===== src/rtl/pipeline_hazard_ctrl_pkg.sv =====
// Shared types for the pipeline hazard controller: forwarding selects,
// stall FSM states and the shadow copies of the EX and MEM pipe stages.
package pipeline_hazard_ctrl_pkg;

  // Width of a register address held in the shadow stages.
  localparam int SHADOW_RD_W = 5;

  // Operand source for the ID/EX forwarding muxes.
  typedef enum logic [1:0] {
    FWD_REG = 2'b00,
    FWD_EX  = 2'b01,
    FWD_MEM = 2'b10
  } fwd_sel_e;

  // Stall FSM: RUN, or frozen waiting on data memory / multi-cycle EX unit.
  typedef enum logic [1:0] {
    RUN      = 2'd0,
    MEM_WAIT = 2'd1,
    MUL_WAIT = 2'd2
  } hz_state_e;

  // Shadow of the instruction currently in EX.
  typedef struct packed {
    logic                   v;
    logic [SHADOW_RD_W-1:0] rd;
    logic                   we;
    logic                   load;
    logic                   mul;
  } shadow_t;

  // Shadow of the instruction currently in MEM (multi-cycle flag no longer needed).
  typedef struct packed {
    logic                   v;
    logic [SHADOW_RD_W-1:0] rd;
    logic                   we;
    logic                   load;
  } mem_shadow_t;

endpackage


===== src/rtl/pipeline_hazard_ctrl_fwd_select.sv =====
// Per-operand forwarding source picker. Compares one ID source register
// against the EX and MEM shadow destinations; EX wins over MEM, x0 is
// never forwarded, and a match against an EX load is reported as load-use.
module pipeline_hazard_ctrl_fwd_select
  import pipeline_hazard_ctrl_pkg::*;
#(
  parameter int REG_ADDR_W = SHADOW_RD_W
) (
  input  logic [REG_ADDR_W-1:0] rs_i,
  input  logic                  re_i,
  input  logic                  ex_v_i,
  input  logic [REG_ADDR_W-1:0] ex_rd_i,
  input  logic                  ex_we_i,
  input  logic                  ex_load_i,
  input  logic                  mem_v_i,
  input  logic [REG_ADDR_W-1:0] mem_rd_i,
  input  logic                  mem_we_i,
  output fwd_sel_e              sel_o,
  output logic                  load_use_o
);

  logic ex_hit;
  logic mem_hit;

  // x0 is hard-wired zero, so a write to it must never be forwarded.
  assign ex_hit  = re_i && (rs_i != '0) && ex_v_i  && ex_we_i  && (rs_i == ex_rd_i);
  assign mem_hit = re_i && (rs_i != '0) && mem_v_i && mem_we_i && (rs_i == mem_rd_i);

  // A load in EX has no data yet; that case becomes a load-use stall instead.
  assign load_use_o = ex_hit && ex_load_i;

  // Pick the youngest producer: EX result first, then MEM, else regfile.
  always_comb begin
    sel_o = FWD_REG;
    if (ex_hit && !ex_load_i) begin
      sel_o = FWD_EX;
    end else if (mem_hit) begin
      sel_o = FWD_MEM;
    end
  end

endmodule


===== src/rtl/pipeline_hazard_ctrl.sv =====
// Hazard scheduler for the 5-stage core. Keeps a shadow of the EX/MEM
// destination registers, drives the forwarding selects, inserts load-use
// bubbles, freezes the back end on memory / multi-cycle waits and flushes
// on a taken branch. Also counts PC-stall cycles (saturating).
module pipeline_hazard_ctrl
  import pipeline_hazard_ctrl_pkg::*;
#(
  parameter int REG_ADDR_W = SHADOW_RD_W,
  parameter int CNT_W      = 32
) (
  input  logic                  clk,
  input  logic                  rst,
  input  logic                  id_valid_i,
  input  logic [REG_ADDR_W-1:0] id_rs1_i,
  input  logic [REG_ADDR_W-1:0] id_rs2_i,
  input  logic                  id_rs1_re_i,
  input  logic                  id_rs2_re_i,
  input  logic [REG_ADDR_W-1:0] id_rd_i,
  input  logic                  id_we_i,
  input  logic                  id_is_load_i,
  input  logic                  id_is_mul_i,
  input  logic                  ex_branch_taken_i,
  input  logic                  mul_done_i,
  input  logic                  mem_ready_i,
  output logic                  stall_pc_o,
  output logic                  stall_ifid_o,
  output logic                  flush_ifid_o,
  output logic                  bubble_idex_o,
  output logic                  freeze_back_o,
  output logic [1:0]            fwd_sel1_o,
  output logic [1:0]            fwd_sel2_o,
  output logic [CNT_W-1:0]      stall_cnt_o
);

  shadow_t          ex_q, ex_d;
  mem_shadow_t      mem_q, mem_d;
  hz_state_e        state_q, state_d;
  logic [CNT_W-1:0] cnt_q, cnt_d;

  logic [REG_ADDR_W-1:0] rs_a  [2];
  logic                  re_a  [2];
  fwd_sel_e              sel_a [2];
  logic                  lu_a  [2];

  logic mem_hold;
  logic mul_hold;
  logic load_use;
  logic frozen;

  assign rs_a[0] = id_rs1_i;
  assign rs_a[1] = id_rs2_i;
  assign re_a[0] = id_rs1_re_i;
  assign re_a[1] = id_rs2_re_i;

  // One forwarding picker per ID source operand.
  for (genvar gi = 0; gi < 2; gi++) begin : g_fwd
    pipeline_hazard_ctrl_fwd_select #(
      .REG_ADDR_W (REG_ADDR_W)
    ) u_fwd (
      .rs_i       (rs_a[gi]),
      .re_i       (re_a[gi]),
      .ex_v_i     (ex_q.v),
      .ex_rd_i    (ex_q.rd),
      .ex_we_i    (ex_q.we),
      .ex_load_i  (ex_q.load),
      .mem_v_i    (mem_q.v),
      .mem_rd_i   (mem_q.rd),
      .mem_we_i   (mem_q.we),
      .sel_o      (sel_a[gi]),
      .load_use_o (lu_a[gi])
    );
  end

  // Wait conditions are evaluated combinationally so release costs no cycle.
  assign mem_hold = mem_q.v && mem_q.load && !mem_ready_i;
  assign mul_hold = ex_q.v && ex_q.mul && !mul_done_i;
  assign load_use = id_valid_i && (lu_a[0] || lu_a[1]);

  // Next-state and control outputs; memory wait outranks multi-cycle wait,
  // which outranks branch flush, which outranks load-use stall.
  always_comb begin
    state_d = state_q;
    case (state_q)
      RUN: begin
        if (mem_hold) begin
          state_d = MEM_WAIT;
        end else if (mul_hold) begin
          state_d = MUL_WAIT;
        end
      end
      MEM_WAIT: begin
        if (!mem_hold) begin
          state_d = mul_hold ? MUL_WAIT : RUN;
        end
      end
      MUL_WAIT: begin
        if (mem_hold) begin
          state_d = MEM_WAIT;
        end else if (!mul_hold) begin
          state_d = RUN;
        end
      end
      default: state_d = RUN;
    endcase

    frozen        = (state_d != RUN);
    stall_pc_o    = 1'b0;
    stall_ifid_o  = 1'b0;
    flush_ifid_o  = 1'b0;
    bubble_idex_o = 1'b0;
    freeze_back_o = 1'b0;
    fwd_sel1_o    = sel_a[0];
    fwd_sel2_o    = sel_a[1];

    if (rst) begin
      state_d    = RUN;
      fwd_sel1_o = FWD_REG;
      fwd_sel2_o = FWD_REG;
    end else if (frozen) begin
      // A branch held in EX during the freeze flushes on the release cycle.
      freeze_back_o = 1'b1;
      stall_pc_o    = 1'b1;
      stall_ifid_o  = 1'b1;
    end else if (ex_branch_taken_i) begin
      // The instruction in ID is wrong-path, so any load-use on it is dropped.
      flush_ifid_o  = 1'b1;
      bubble_idex_o = 1'b1;
    end else if (load_use) begin
      stall_pc_o    = 1'b1;
      stall_ifid_o  = 1'b1;
      bubble_idex_o = 1'b1;
    end
  end

  // Shadow-stage next values and saturating stall counter increment.
  always_comb begin
    ex_d.v     = id_valid_i && !bubble_idex_o;
    ex_d.rd    = id_rd_i;
    ex_d.we    = id_we_i;
    ex_d.load  = id_is_load_i;
    ex_d.mul   = id_is_mul_i;
    mem_d.v    = ex_q.v;
    mem_d.rd   = ex_q.rd;
    mem_d.we   = ex_q.we;
    mem_d.load = ex_q.load;
    cnt_d      = cnt_q;
    if (stall_pc_o && (cnt_q != '1)) begin
      cnt_d = cnt_q + CNT_W'(1);
    end
  end

  // State, shadow pipe and counter registers; shadow holds while frozen.
  always_ff @(posedge clk) begin
    if (rst) begin
      state_q <= RUN;
      ex_q    <= '0;
      mem_q   <= '0;
      cnt_q   <= '0;
    end else begin
      state_q <= state_d;
      cnt_q   <= cnt_d;
      if (!freeze_back_o) begin
        ex_q  <= ex_d;
        mem_q <= mem_d;
      end
    end
  end

  assign stall_cnt_o = cnt_q;

endmodule


===== config.mk =====
export PLATFORM = sky130hd
export DESIGN_NAME = pipeline_hazard_ctrl
export DESIGN_NICKNAME = d
export VERILOG_FILES = /design/src/rtl/pipeline_hazard_ctrl_pkg.sv /design/src/rtl/pipeline_hazard_ctrl_fwd_select.sv /design/src/rtl/pipeline_hazard_ctrl.sv
export SDC_FILE = /design/constraint.sdc
export NUM_CORES = 1
export LEC_CHECK = 0
export CORE_ASPECT_RATIO = 2
export CORE_MARGIN = 3
export CORE_UTILIZATION = 45
export CTS_CLUSTER_DIAMETER = 80
export DETAILED_ROUTE_END_ITERATION = 8
export PLACE_DENSITY = 0.73
export SLEW_MARGIN = 20
export SYNTH_ARGS = -nofsm -noshare
export SYNTH_HDL_FRONTEND = slang
export SYNTH_SLANG_ARGS = --single-unit

===== constraint.sdc =====
create_clock -name clk -period 2.8 [get_ports clk]
set_input_delay 0.56 -clock clk [delete_from_list [all_inputs] [get_ports clk]]
set_output_delay 0.56 -clock clk [all_outputs]
set_load 0.02 [all_outputs]

After elaboration in Yosys (flattened, before gate mapping)
Cells that the tools add are included.
{"block": "word_totals", "regBits": 51, "inputBits": 26, "output_inout_bits": 41, "word_cells": 78}
{"block": "classes", "addsub": 1, "reduce_logical": 34, "eq_ne": 7, "n_mux": 25}
{"op": "$add A32 B1 Y32 const B", "count": 1}
{"op": "$ne A32 B32 Y1 const B", "count": 1}
{"op": "$logic_and A1 B1 Y1", "count": 25}
{"op": "$mux W2", "count": 12}
{"op": "$eq A5 B5 Y1", "count": 4}
{"op": "$mux W1", "count": 12}
{"op": "$reduce_bool A5 Y1", "count": 2}
{"op": "$pmux W2 S3", "count": 1}
{"op": "$logic_not A1 Y1", "count": 4}
{"op": "$eq A2 B1 Y1 const B", "count": 1}
{"op": "$eq A2 B2 Y1 const B", "count": 1}
{"op": "$logic_not A2 Y1", "count": 1}
{"op": "$reduce_bool A2 Y1", "count": 1}
{"op": "$logic_or A1 B1 Y1", "count": 1}

Longest topological paths before layout
Gate-level depths: netlist of the first run.
{"block": "depth", "depth_word": 14, "ltp_mapped": 10, "ltp_nobuf": 8}

By module
A second synthesis of the first run with hierarchy kept.
{"block": "hier_totals", "hier_cells": 340, "hier_area_um2": 2844.0}
{"module": "pipeline_hazard_ctrl", "area_per_inst_um2": 2496.1, "seq_area_each_um2": 1021.0, "cells_per_inst": 292, "instances": 1}
{"module": "pipeline_hazard_ctrl_fwd_select", "area_per_inst_um2": 173.9, "seq_area_each_um2": 0.0, "cells_per_inst": 24, "instances": 2}

Worst setup path before layout of the first run
Ideal clock, no wire load.
{"block": "synth_path", "kind": "input-to-output", "startpoint": "input port id_rs2_i[1]", "endpoint": "output port fwd_sel2_o[1]", "slack_ps": 122, "n_path_buf": 1, "stages": 6, "t_required_ps": 2240, "t_arrival_ps": 2118, "cell_sequence": "or4_1 > o21ai_1 > or3_1 > buf_2 > nor2_1 > nor4_1"}
{"block": "synth_between", "elab_chain_len": 8, "elab_cells_between_ends": 14, "classes_between": "2 x eq/ne; 3 x mux; 9 x reduce/logical"}
{"element": "start, declared", "line": "pipeline_hazard_ctrl.sv:15", "text": "input logic [REG_ADDR_W-1:0] id_rs2_i,"}
{"element": "$reduce_bool A5 Y1", "line": "pipeline_hazard_ctrl_fwd_select.sv:26, pipeline_hazard_ctrl_fwd_select.sv:27"}
{"element": "$logic_and A1 B1 Y1", "line": "pipeline_hazard_ctrl_fwd_select.sv:26, pipeline_hazard_ctrl_fwd_select.sv:27"}
{"element": "$logic_and A1 B1 Y1, on equally long branches (3 in a row)", "line": "pipeline_hazard_ctrl_fwd_select.sv:27, pipeline_hazard_ctrl_fwd_select.sv:26"}
{"element": "$mux W2 or $logic_and A1 B1 Y1 (tied branches)", "line": "pipeline_hazard_ctrl_fwd_select.sv:37, pipeline_hazard_ctrl_fwd_select.sv:35"}
{"element": "$mux W2 (*)", "line": "pipeline_hazard_ctrl_fwd_select.sv:35", "text": "if (ex_hit && !ex_load_i) begin"}
{"element": "$mux W2 (*)", "line": "pipeline_hazard_ctrl.sv:115", "text": "if (rst) begin"}
{"element": "end, declared", "line": "pipeline_hazard_ctrl.sv:31", "text": "output logic [1:0] fwd_sel2_o,"}
Mark *: on every way between the ends. The rest lies on a longest branch, timed or not.

Worst setup path after layout of the first run
{"block": "layout_path", "startpoint": "input port id_rs1_i[4]", "endpoint": "output port bubble_idex_o"}
{"block": "layout_between", "elab_chain_len": 12, "elab_cells_between_ends": 13, "classes_between": "1 x eq/ne; 4 x mux; 8 x reduce/logical"}
{"element": "start, declared", "line": "pipeline_hazard_ctrl.sv:14", "text": "input logic [REG_ADDR_W-1:0] id_rs1_i,"}
{"element": "$reduce_bool A5 Y1", "line": "pipeline_hazard_ctrl_fwd_select.sv:26", "text": "assign ex_hit = re_i && (rs_i != '0) && ex_v_i && ex_we_i && (rs_i == ex_rd_i);"}
{"element": "$logic_and A1 B1 Y1 (3 in a row)", "line": "pipeline_hazard_ctrl_fwd_select.sv:26"}
{"element": "$logic_and A1 B1 Y1 (*)", "line": "pipeline_hazard_ctrl_fwd_select.sv:26"}
{"element": "$logic_and A1 B1 Y1 (*)", "line": "pipeline_hazard_ctrl_fwd_select.sv:30", "text": "assign load_use_o = ex_hit && ex_load_i;"}
{"element": "$logic_or A1 B1 Y1 (*)", "line": "pipeline_hazard_ctrl.sv:77", "text": "assign load_use = id_valid_i && (lu_a[0] || lu_a[1]);"}
{"element": "$logic_and A1 B1 Y1 (*)", "line": "pipeline_hazard_ctrl.sv:77"}
{"element": "$mux W1 (*)", "line": "pipeline_hazard_ctrl.sv:128", "text": "end else if (load_use) begin"}
{"element": "$mux W1 (*)", "line": "pipeline_hazard_ctrl.sv:124", "text": "end else if (ex_branch_taken_i) begin"}
{"element": "$mux W1 (*)", "line": "pipeline_hazard_ctrl.sv:119", "text": "end else if (frozen) begin"}
{"element": "$mux W1 (*)", "line": "pipeline_hazard_ctrl.sv:115"}
{"element": "end, declared", "line": "pipeline_hazard_ctrl.sv:28", "text": "output logic bubble_idex_o,"}
Marks and branches as above.

==> results of run 1 <==
## worst max-delay path, stage by stage
cell	delay [ns]
dlygate4sd2_1	0.27
or4_1	0.54
o21ai_2	0.16
or3_4	0.17
nand2_2	0.06
a31oi_2	0.19
nor3_1	0.07
buf_2	0.17
## synth_stat cells (4+ instances only)
master	n
nor3_2	9
nor2b_1	5
a21oi_1	27
nor2_1	40
dfxtp_1	51
or4_1	5
clkbuf_1	11
xor2_1	5
inv_1	5
nand2_1	49
nand4_1	11
and3_1	4
nor3_1	14
or3_1	4
nand3_1	14
xnor2_1	34
## routing by layer
layer | up-vias | wire, µm
met5 | - | 0
li1 | 1367 | -
met3 | 10 | 304
met1 | 1323 | 2786
met2 | 59 | 4476
met4 | 0 | 146
## path summary, 6_finish.rpt
path,cells past startpoint,startpoint,end
hold / removal,2,mem_q[1]$_SDFFE_PP0N_,mem_q[1]$_SDFFE_PP0N_
setup reg to reg,8,ex_q[1]$_SDFFE_PP0N_,stall_cnt_o[18]$_SDFFE_PP0P_
hold reg to reg,2,mem_q[1]$_SDFFE_PP0N_,mem_q[1]$_SDFFE_PP0N_
setup / recovery,8,id_rs1_i[4],bubble_idex_o
## logic make-up (layout without fill, tap and decap cells)
kind of cell	after synthesis	after routing	share of synthesized area (%)
buffers and inverters	24	118	4.280
adder cells (fa/ha/maj)	1	1	0.4458
XOR/XNOR	39	39	12.17
flip-flops	51	51	36.38
AND/OR/NAND/NOR	174	174	33.39
AO/OA/AOI/OAI	48	48	11.19
multiplexers	5	5	2.140
## timing repair
| item | in CTS | in global routing |
|---|---|---|
| pin swaps | 6 | 1 |
| gates resized for setup | 49 | 5 |
| endpoints found under the setup margin | 8 | 6 |
| gates cloned | 0 | 0 |
| setup buffers | 1 | 0 |
| hold buffers | 0 | 0 |
| hold endpoints to repair | 0 | 0 |
## flip-flops by register name, summed over array words and instances, names as in the netlist
register,count
ex_q,9
stall_cnt_o,32
state_q,2
mem_q,8
## stage by stage
stage / total power [µW] / instances / cell area [µm²] / worst slack [ns]
after floorplan: 830.2 / 342 / 2806 / 0.1220
after global placement: 909.3 / 490 / 3737 / -0.6305
after detailed placement: 911.9 / 490 / 3737 / -0.6650
after CTS: 1624 / 499 / 3918 / 0.00001754
after global routing: 1653 / 499 / 3910 / -0.03322
final: 1605 / 499 / 3910 / 0.05711
## power groups by stage
stage	sequential [µW]	combinational [µW]	clock [µW]
6_report	754	139	712
5_1_grt	756	150	747
4_1_cts	754	139	731
3_5_place_dp	771	141	0
3_3_place_gp	771	139	0
2_1_floorplan	765	65.7	0
## area by class of cell
cell class / instances / area [µm²] / share of cell area [%]
Clock buffer: 6 / 138.9 / 3.552
Clock inverter: 2 / 35.03 / 0.8960
Inverter: 5 / 18.77 / 0.4800
Multi-Input combinational cell: 267 / 1703 / 43.55
Sequential cell: 51 / 1021 / 26.11
Tap cell: 63 / 78.83 / 2.016
Timing Repair Buffer: 105 / 914.6 / 23.39
==> results.cfg, run 1 <==
[final_layout]
layout_common_cells = dfxtp_1, nand2_1, clkdlybuf4s50_1
n_antenna_cell = 0
drive_gt1_share_pct = 20.18
layout_commonest_cell = dfxtp_1
syn_to_final_growth_pct = 39.32
fin_util_pct = 65.10
nets = 462
fill_cells = 544

[route]
wire_per_inst_um = 15.46
drt-pass1-iter-count = 4
detail-route-antenna-nets = 0
vias_per_cell = 5.529
num_vias = 2759
routed_wl_um = 7714
post-route-drc-count = 0
drtIter0Drc = 103

[timing]
fmax_mhz = 364.6
worst_clock_skew_ns = 0.005405
setup_viol = 0
fin_crit_sh_pct = 97.96
drv_slew = 0
rsz0062_at_grt = true
slew-limit-headroom_pct = 72.24
setup-tns-final_ns = 0
final_hold_viol_count = 0
holdWs_ns = 0.4676
min_period_ns = 2.743
worst_pin_slew_ns = 0.4132

[critical_path]
cp-start-kind = primary input
crit_fanout = 4
worst_ep_required_time_ns = 2.24
endpoint_kind = primary output
critPathArrivalTime_ns = 2.18
worst-setup-path-type = primary input to primary output
rrSetupSlack_ns = 0.40

[die]
boundaryPins = 67
start_util_pct = 46.73
placementRows = 40
fp.dieH_um = 117.7
die-area_mm2 = 0.007277
die_w_um = 61.84
coreArea_mm2 = 0.006006

[yosys]
synthFlopType = dfxtp_1
synth.cell_area_mm2 = 0.002806
async_reset_ff_share_pct = 0
synth-seq-area-share_pct = 36.38
ys.warnings.count = 0
synth.area.top_cells = dfxtp_1, xnor2_1, nand2_1
synth_nets = 369
synth.top_cell.area_share_pct = 36.38
synth_seq_cells = 51
yosysUniqueCellTypes = 53
synth-edff-count = 0
syn_inst = 342
avgSynthCellArea_um2 = 8.206
yosys.area.top_type = dfxtp_1

[clock_tree]
cts_buffers = 5
clock_tree.root_cell = clkbuf_16
clockBufferDepth = 2
clk_latency_ns = 0.29
htreeDepth = 2
cts_tree = yes
clock_sinks = 51
clkSlewWorstSetupHoldPaths_ns = 0.06

[run]
cap_viol_max_count = 0

[global_routing]
grt_usage_pct = 21.88
met3_usage_pct = 3.952
grt_max_degree = 42
antenna_found_initial = 0
grtUsageMet1_pct = 21.03
grt_pass1_vias = 2619
top_usage_layer = met2
grt_overflow = 0
grt_pass1_wl_um = 12080
grt_util_met2_pct = 42.19

[power]
p_clk_share_pct = 44.3
p_int_uw = 1257
pwr-share-comb_pct = 8.7
ir_drop_mv = 0.4340
p_leak_uw = 0.001446
power_frac_seq_pct = 47.0
switching_power_uw = 348.1
power.density_mw_per_mm2 = 410.5
switching_share_pct = 21.69

[placement]
hpwl_um = 5902
place_congestion = 0.8267
port_buffers = 66

[run_status]
outcome = completed

[hold_path]
hp-class = flop to flop
(Power assumes the default switching activity.)
==> run 2: changes to the inputs <==
- CAP_MARGIN: default -> 5
==> results of run 2 <==
No change in the layout: final DEF, timing and power equal those of run 1.
==> run 3: changes to the inputs <==
- SKIP_CTS_REPAIR_TIMING: default -> 1
==> run 3 against run 2 <==
  * Worst hold slack improved by 0.00050 ns
  * Sequential power hardly changed
  * First-iteration DRC count decreased by 21%
  * Largest cell class unchanged
  * Largest power group unchanged
==> results.cfg, run 3 (same netlist as run 1, synthesis figures left out) <==
[power]
power_frac_seq_pct = 46.8
p_leak_uw = 0.001549
p_int_uw = 1262
ir_drop_mv = 0.4482
p_clk_share_pct = 44.1
power.density_mw_per_mm2 = 404.4
switching_share_pct = 21.73
power_uw = 1612
pwr-share-comb_pct = 9.1
switching_power_uw = 350.3

[global_routing]
grt_usage_pct = 21.84
antenna_found_initial = 0
grt_pass1_vias = 2634
grt_overflow = 0
grt_max_degree = 42
grt_pass1_wl_um = 12070

[die]
die-area_mm2 = 0.007277
coreArea_mm2 = 0.006006
boundaryPins = 67
fp.dieH_um = 117.7
start_util_pct = 46.73
placementRows = 40
die_w_um = 61.84

[timing]
holdWs_ns = 0.4681
final_hold_viol_count = 0
fmax_mhz = 366.0
min_period_ns = 2.733
worst_pin_slew_ns = 0.4403
worst_clock_skew_ns = 0.005203
fin_ws_ns = 0.06744
setup_viol = 0
drv_slew = 0
fin_crit_sh_pct = 97.59
slew-limit-headroom_pct = 70.42

[critical_path]
cp_cell_sequence = clkdlybuf4s50_1 > nand3b_1 > buf_4 > a21oi_1 > clkdlybuf4s50_1
worst-setup-path-type = primary input to primary output
crit_fanout = 5
worst_ep_required_time_ns = 2.24
worstReg2RegStart = ex_q[1]$_SDFFE_PP0N_
startpoint = mem_ready_i
critPathArrivalTime_ns = 2.17
endpoint_kind = primary output
cp-start-kind = primary input
cp_slowest_cell = clkdlybuf4s50_1
cpMostUsedCell = clkdlybuf4s50_1
crit_path_max_incr_delay_ns = 0.63

[placement]
port_buffers = 66
pre_cts_slack_ns = -0.6650
place_congestion = 0.8267
hpwl_um = 5902

[final_layout]
layout_commonest_cell = dfxtp_1
syn_to_final_growth_pct = 42.04
n_antenna_cell = 0
drive_gt1_share_pct = 20.00
layout_common_cells = dfxtp_1, nand2_1, clkdlybuf4s50_1
nets = 461
largest_reg_flops = 32

[hold_path]
min-delay-start = mem_q[7]$_SDFFE_PP0N_
hp-class = flop to flop

[clock_tree]
clock_tree.root_cell = clkbuf_16
cts_buffers = 5
htreeDepth = 2
clock_sinks = 51
clk_latency_ns = 0.29
clkSlewWorstSetupHoldPaths_ns = 0.06
cts_tree = yes
clockBufferDepth = 2

[run]
cap_viol_max_count = 0

[route]
post-route-drc-count = 0
detail-route-antenna-nets = 0
wire_per_inst_um = 15.63
drtIter0Drc = 81
routed_wl_um = 7782
vias_per_cell = 5.514
drt-pass1-iter-count = 4
num_vias = 2746

[run_status]
outcome = completed
-- run 3: final timing paths --
check                                      end  slack, ns  depth (start not counted)
hold / removal           mem_q[7]$_SDFFE_PP0N_       0.47                          2
setup / recovery                 freeze_back_o       0.07                          5
hold reg to reg          mem_q[7]$_SDFFE_PP0N_       0.47                          2
setup reg to reg  stall_cnt_o[18]$_SDFFE_PP0P_       0.31                          8
-- run 3: layout make-up --
| class | count | area (µm²) |
|---|---|---|
| fillers | 524 | 2019 |
| repair buffers | 104 | 958.4 |
| well taps | 63 | 78.83 |
| clock inverters | 2 | 35.03 |
| flip-flops and latches | 51 | 1021 |
| multi-input cells | 267 | 1735 |
| clock buffers | 6 | 138.9 |
| inverters | 5 | 18.77 |
-- run 3: stage by stage --
step                      setup TNS [ns]  std cells  utilization (%)  cell area, µm²
after CTS                         -4.291        498            65.13            3911
final                                  0        498            66.38            3986
after detailed placement          -7.445        490            62.23            3737
after floorplan                        0        342                -            2806
after global placement            -6.171        490            62.23            3737
after global routing           -0.004483        498            66.38            3986
-- run 3: power by group through the flow --
stage	registers (µW)	clock network (µW)	logic (µW)
CTS	754	731	142
finish	755	711	146
detailed placement	771	0	141
global route	756	747	158
global placement	771	0	139
floorplan	765	0	65.7
-- run 3: critical path, delay by kind of cell --
kind	cells	cell delay (ns)
simple gates	1	0.24
buf+inv	3	1.23
compound gates	1	0.13
-- run 3: per-layer routing --
metal | vias up | global-route usage, % | part of all wire [%] | routed length [µm]
li1 | 1358 | - | - | -
met1 | 1311 | 21.03 | 36 | 2783
met2 | 63 | 41.47 | 58 | 4533
met3 | 14 | 3.952 | 3.5 | 271
met4 | 0 | 8.765 | 2.5 | 194
met5 | - | 0 | 0 | 0
